`config.mk`:
```
export PLATFORM = sky130hd
export DESIGN_NAME = reg_file_bypass
export DESIGN_NICKNAME = d
export VERILOG_FILES = /design/src/rtl/reg_file_bypass.sv
export SDC_FILE = /design/constraint.sdc
export NUM_CORES = 2
export LEC_CHECK = 0
export BUFFER_PORTS_ARGS = -buffer_cell sky130_fd_sc_hd__buf_2
export CAP_MARGIN = 0
export CORE_MARGIN = 2
export CORE_UTILIZATION = 50
export DETAILED_ROUTE_END_ITERATION = 16
export HOLD_SLACK_MARGIN = 0.03
export PLACE_DENSITY = 0.67
export SETUP_SLACK_MARGIN = 0.15
export SYNTH_ARGS = -nofsm -noshare
export SYNTH_HDL_FRONTEND = slang
export SYNTH_SLANG_ARGS = --single-unit
```
`constraint.sdc`:
```
create_clock -name clk -period 11.8 [get_ports clk]
set_input_delay 3.54 -clock clk [delete_from_list [all_inputs] [get_ports clk]]
set_output_delay 3.54 -clock clk [all_outputs]
set_load 0.02 [all_outputs]
```
`src/rtl/reg_file_bypass.sv`:
```
// reg_file_bypass
//   Register file sitting between decode and execute. It provides:
//   - READ_PORTS combinational read ports with same-cycle write forwarding
//   - one synchronous write port
//   - register 0 hardwired to zero
//   - a HI/LO pair for multiply/divide results
//   - a per-register load scoreboard (busy bits)
//
// Ports
//   clk        : clock, rising edge
//   reset      : asynchronous, active-low clear of all state
//   raddr      : packed read addresses, port i at [i*ADDR_WIDTH +: ADDR_WIDTH]
//   rdata      : packed read data, port i at [i*DATA_WIDTH +: DATA_WIDTH]
//   rbusy      : per-port "operand still waiting on a load"
//   waddr/wdata/wen     : write port
//   load_issue/load_rd  : marks load_rd busy until it is written
//   hilo_wen/hi_wdata/lo_wdata : HI/LO update
//   hi, lo     : registered HI/LO contents (no forwarding)
//   debug_reg  : register DEBUG_REG with forwarding applied

// One read port: forwarding mux plus the busy check.
module reg_file_bypass_rdport #(
    parameter int DATA_WIDTH = 32,
    parameter int ADDR_WIDTH = 5
) (
    input  logic [ADDR_WIDTH-1:0]                          raddr,
    input  logic [(1<<ADDR_WIDTH)-1:0][DATA_WIDTH-1:0]     regs,
    input  logic [(1<<ADDR_WIDTH)-1:0]                     busy,
    input  logic                                           wen,
    input  logic [ADDR_WIDTH-1:0]                          waddr,
    input  logic [DATA_WIDTH-1:0]                          wdata,
    output logic [DATA_WIDTH-1:0]                          rdata,
    output logic                                           rbusy
);
    logic hit;

    assign hit = wen && (waddr == raddr);

    // r0 is never forwarded, so it always reads its stored zero.
    assign rdata = (hit && (raddr != '0)) ? wdata : regs[raddr];

    // A write landing this cycle satisfies a pending load.
    assign rbusy = busy[raddr] & ~hit;
endmodule

module reg_file_bypass #(
    parameter int DATA_WIDTH = 32,
    parameter int ADDR_WIDTH = 5,
    parameter int READ_PORTS = 2,
    parameter int DEBUG_REG  = 2
) (
    input  logic                             clk,
    input  logic                             reset,
    input  logic [READ_PORTS*ADDR_WIDTH-1:0] raddr,
    output logic [READ_PORTS*DATA_WIDTH-1:0] rdata,
    output logic [READ_PORTS-1:0]            rbusy,
    input  logic [ADDR_WIDTH-1:0]            waddr,
    input  logic [DATA_WIDTH-1:0]            wdata,
    input  logic                             wen,
    input  logic                             load_issue,
    input  logic [ADDR_WIDTH-1:0]            load_rd,
    input  logic                             hilo_wen,
    input  logic [DATA_WIDTH-1:0]            hi_wdata,
    input  logic [DATA_WIDTH-1:0]            lo_wdata,
    output logic [DATA_WIDTH-1:0]            hi,
    output logic [DATA_WIDTH-1:0]            lo,
    output logic [DATA_WIDTH-1:0]            debug_reg
);
    localparam int NREGS = 1 << ADDR_WIDTH;
    localparam logic [ADDR_WIDTH-1:0] DBG_IDX = ADDR_WIDTH'(DEBUG_REG);

    logic [NREGS-1:0][DATA_WIDTH-1:0] regs_q;
    logic [NREGS-1:0]                 busy_q;
    logic [DATA_WIDTH-1:0]            hi_q;
    logic [DATA_WIDTH-1:0]            lo_q;

    // Entry 0 is cleared by reset and never assigned afterwards, so it
    // stays zero and its busy bit can never set.
    // The load_issue update comes after the write so that, on the same
    // index, the younger load leaves the register busy.
    always_ff @(posedge clk or negedge reset) begin
        if (!reset) begin
            regs_q <= '0;
            busy_q <= '0;
            hi_q   <= '0;
            lo_q   <= '0;
        end else begin
            if (wen && (waddr != '0)) begin
                regs_q[waddr] <= wdata;
                busy_q[waddr] <= 1'b0;
            end
            if (load_issue && (load_rd != '0))
                busy_q[load_rd] <= 1'b1;
            if (hilo_wen) begin
                hi_q <= hi_wdata;
                lo_q <= lo_wdata;
            end
        end
    end

    for (genvar p = 0; p < READ_PORTS; p++) begin : g_rd
        reg_file_bypass_rdport #(
            .DATA_WIDTH(DATA_WIDTH),
            .ADDR_WIDTH(ADDR_WIDTH)
        ) u_rd (
            .raddr (raddr[p*ADDR_WIDTH +: ADDR_WIDTH]),
            .regs  (regs_q),
            .busy  (busy_q),
            .wen   (wen),
            .waddr (waddr),
            .wdata (wdata),
            .rdata (rdata[p*DATA_WIDTH +: DATA_WIDTH]),
            .rbusy (rbusy[p])
        );
    end

    assign hi = hi_q;
    assign lo = lo_q;

    assign debug_reg = (wen && (waddr == DBG_IDX) && (DBG_IDX != '0))
                       ? wdata : regs_q[DBG_IDX];
endmodule

```
# Word-level counts from Yosys, hierarchy flattened
# Index checks and enable logic that the tools add are counted.
[totals] mem_bits_rw=0 in_bits=121 output_inout_bits=162 elab_cells=84 latchBits=0 rom_bits=0 n_memories=0 ff_bits=1120
[classes] n_eq_ne=3 n_addsub=0 multipliers=0 n_lt_le_gt_ge=6 bitwise=7 n_shift=0 muxes=20 n_div=0 n_reduce_logical=13
[ops] cell="$bwmux W1024" n=1
[ops] cell="$bmux W32 S5" n=2
[ops] cell="$mux W32" n=8
[ops] cell="$demux W32 S5" n=1
[ops] cell="$and A32 B32 Y32" n=1
[ops] cell="$not A32 Y32" n=1
[ops] cell="$or A32 B32 Y32" n=1
[ops] cell="$lt A5 B6 Y1 const B" n=4
[ops] cell="$reduce_bool A5 Y1" n=4
[ops] cell="$bmux W1 S5" n=2
[ops] cell="$demux W1 S5" n=2
[ops] cell="$eq A5 B5 Y1" n=2
[ops] cell="$ge A5 B1 Y1 const B" n=2
[ops] cell="$logic_and A1 B1 Y1" n=9
[ops] cell="$eq A5 B2 Y1 const B" n=1
[ops] cell="$mux W1" n=4
[ops] cell="$and A1 B1 Y1" n=2
[ops] cell="$not A1 Y1" n=2

# Longest topological paths before layout
[logic_depth] depth_word=9 depth_mapped=9 depth_no_buf=5

# Modules after synthesis
# Synthesis repeated with hierarchy kept, for this count alone.
[hier_totals] cells_unflattened=4076 hier_area_um2=59587.1
[by_module_without_submodules] module="reg_file_bypass" area_each_um2=42515.8 instances=1 cells_each=2558
[by_module_without_submodules] module="reg_file_bypass_rdport" area_each_um2=8535.7 instances=2 cells_each=759

# Least setup slack after synthesis
# OpenSTA, ideal clock, no wires.
[synth_path] path_kind="in2out" from="in raddr[0]" to="out rdata[10]" t_arrival_ps=5329 setup_slack_ps=2931 stages=7 path_buffers=3 required_time_ps=8260 cell_sequence="buf_2 > buf_2 > buf_2 > mux4_2 > a22oi_1 > nand2_1 > a221o_1"
[synth_between] elab_chain_len=4 elab_cells_between_ends=7 classes_between="1 x eq/ne; 3 x mux; 3 x reduce/logical"
[synth_rtl] element="start, declared" line_no="54" source="input logic [READ_PORTS*ADDR_WIDTH-1:0] raddr,"
[synth_rtl] element="parallel branches: the longest is 3 deep, another holds $bmux W32 S5"
[synth_rtl] element="$mux W32 (*)" line_no="40" source="assign rdata = (hit && (raddr != '0)) ? wdata : regs[raddr];"
[synth_rtl] element="end, declared" line_no="55" source="output logic [READ_PORTS*DATA_WIDTH-1:0] rdata,"
# Every way passes the cells marked *. The select of a mux whose other input is x is not followed.

# Final worst setup path
[layout_path] from="in raddr[7]" to="out rdata[43]"
# Same word-level chain as after synthesis.

==> results by group <==
Timing
  • WHS: a little under 0.4 ns
  • Hold Vio Cnt, Final: 0
  • Final Max Tran Viols: 0
  • Setup TNS: 0 ns
  • Unrepaired setup endpoints after global routing: no
  • Relative slew slack: under 10%
  • Final period util: ~87%
  • Setup-failing EPs final: 0
  • Fmax: just under 100 MHz
  • Worst-Margin Slew: roughly 1.4 ns
  • Min Clock Period, post-route: between 10 and 15 ns
  • Worst Skew: 0 ns

Power
  • Power Total: about 11 mW
  • VDD IR max: 0.1385 mV
  • Leakage: between 20 and 30 nW
  • Pwr dens: ~170 mW/mm^2

CTS
  • Skew-Pair Late Insertion Delay: 0.73 ns
  • Root Buffer: clkbuf_16
  • CTS tree: done
  • CTS hold repair buffers: 0
  • Max H-tree Level: 3
  • Clock-pin slew on the worst setup and hold paths: around 0.06 ns
  • Postcts setup bufs: 0
  • Cts bufs inserted: approximately 120
  • PostCTS Resize Cnt: 0
  • Clock buffer depth: 3
  • Clock Sinks: between 1000 and 1500

Yosys
  • Post-synthesis cell area: between 0.05 and 0.06 mm^2
  • Synth Flop Type: dfrtp_1
  • Avg Cell Area, Syn: 14.39 um^2
  • Syn Nets: between 4000 and 5000
  • Yosys cell types: 45
  • Async S/R FF share, synth: between 90% and 100%
  • Post-synth EDFFs: 0
  • Synth Warn #: 0
  • Cells after Synth: just over 4000
  • Post-synthesis sequential area ratio: 47.45%
  • Flops & latches, synth: 1120

Final layout
  • Final core utilization: between 50 and 60%
  • Most frequent cells in the layout: dfrtp_1, mux2_2, mux4_2
  • Final non-filler cell area: ~0.066 mm^2
  • Share of cells above drive strength 1: 49.81%
  • Sequential cell area: ~0.028 mm^2
  • Most common cell after layout, fill and taps aside: dfrtp_1
  • Fillers: approximately 9500
  • Nets: approximately 4300
  • Multi-input logic area: 0.02912 mm^2
  • Synth-to-Final Area Change: 10.99%

Die
  • Die W: about 350 um
  • Initial Utilization: between 50 and 60%
  • Area of the die: between 0.1 and 0.15 mm^2
  • # IOs: ~280
  • Die span in y: roughly 350 um
  • Core area: 0.1176 mm^2
  • Cell Rows: around 130

Critical path
  • CP Class: in -> out
  • Reg2Reg Capture Point: regs_q[154]
  • Reg2reg path depth: 1
  • CP Data Arrival Time: roughly 6.8 ns
  • Critical path peak fanout: 26
  • Critical Path Source: raddr[7]
  • R2R Setup Slk: ~11 ns
  • CP Capture Type: output port
  • Startpoint Class: primary input
  • Worst r2r src: regs_q[154]
  • Crit path required time: 8.26 ns
  • Crit path to: rdata[43]

GRT
  • Remaining Overflow, GRT: 0
  • GRT Total Usage: between 20% and 30%
  • Initial antenna violation count: 13
  • Vias in the first global route: between 30000 and 40000
  • First-pass GRT wire length: approximately 270000 um
  • Largest net degree at the start of global routing: between 150 and 200

Detailed routing
  • Residual DRC: 0
  • Routed vias/inst: 6.756
  • Vias post-DR: between 30000 and 40000
  • Drt total wl: about 180000 um
  • Drt wl/cell: 31.09 um
  • First drt pass iteration count: 5
  • DR iter-0 viols: around 3800
  • Routed Antenna Nets: 0

Hold path
  • HP Class: reg -> reg

Run status
  • Status: completed

Placement
  • Placed Area: approximately 0.062 mm^2
  • Dpl hpwl: between 100000 and 150000 um
  • GPL Wtd Cong: about 0.84
  • Port Buffers: around 280

Job
  • Max-capacitance violation count: 0
registers in the layout, summed over array words and instances, names as in the netlist:
name,cells
regs_q,1024
busy_q,32
hi,32
lo,32
logic make-up (layout without fill, tap and decap cells):
logic type / count (synthesis) / after routing / share of synthesized area [%]
AND/OR/NAND/NOR: 241 / 241 / 1.972
XOR/XNOR: 10 / 10 / 0.1483
AO/OA/AOI/OAI: 504 / 504 / 6.484
buffers and inverters: 481 / 631 / 3.633
multiplexers: 1748 / 1748 / 40.31
flip-flops: 1120 / 1120 / 47.45
other: 0 / 5 / 0
routing by layer:
| layer | part of all wire (%) | track usage [%] | vias up |
|---|---|---|---|
| met1 | 42 | 42.38 | 21035 |
| met4 | 3.8 | 10.78 | 10 |
| met5 | 0.032 | 0 | - |
| met2 | 46 | 45.52 | 1656 |
| met3 | 8.4 | 6.503 | 369 |
| li1 | - | - | 16083 |
critical path, cell delays in order:
cell	delay (ns)
buf_2	0.64
or2_2	0.72
or3_1	0.22
a31o_2	0.43
buf_4	0.44
nor3_1	0.17
a221o_1	0.34
buf_2	0.18
report_power, final:
part,switching [mW],internal (mW),total [mW]
clock,1.63,2.21,3.84
combinational,1.09,1.30,2.40
sequential,0.503,4.56,5.06
total,3.23,8.07,11.3
synth_stat cells, types with 8 or more instances:
master / count / area, um^2
xor2_1: 8 / 70.07
mux2i_1: 264 / 2643
o221ai_1: 124 / 1086
o21ai_0: 13 / 65.06
a22oi_1: 132 / 991.0
mux2_2: 1088 / 12250
nor2_1: 24 / 90.09
a221o_1: 64 / 640.6
mux4_2: 396 / 8919
buf_2: 128 / 640.6
nor3_1: 66 / 330.3
o22ai_1: 75 / 469.2
nor2b_1: 9 / 56.30
nand3_1: 10 / 50.05
buf_1: 40 / 150.1
dfrtp_1: 1120 / 28030
inv_1: 20 / 75.07
nand2b_1: 8 / 50.05
a22o_1: 9 / 78.83
clkbuf_1: 249 / 934.7
a21oi_1: 66 / 330.3
nand2_1: 92 / 345.3
buf_4: 36 / 270.3
a221oi_1: 8 / 70.07
per-stage QoR:
stage | std cells | worst slack [ns]
final | 5795 | 1.494
after global routing | 5792 | 1.431
after CTS | 5790 | 1.540
after detailed placement | 5569 | 1.547
after global placement | 5569 | 1.564
after floorplan | 4104 | 2.931
layout make-up:
class                           count  area share [%]
Timing Repair Buffer              388           3.710
Inverter                           22          0.1260
Clock buffer                      176           5.300
Clock inverter                     45          0.7500
Tap cell                         1536           2.931
Antenna cell                        5         0.01908
Multi-Input combinational cell   2503           44.42
Sequential cell                  1120           42.75
how the worst min path moves through the flow:
stage,startpoint,end,cells after the start
2_1_floorplan,busy_q[0],busy_q[0],1
3_3_place_gp,regs_q[8],regs_q[8],0
3_5_place_dp,regs_q[10],regs_q[10],0
4_1_cts,regs_q[8],regs_q[8],0
5_1_grt,regs_q[3],regs_q[3],0
6_report,regs_q[15],regs_q[15],0
No activity file was read; power rests on OpenSTA's default activity.
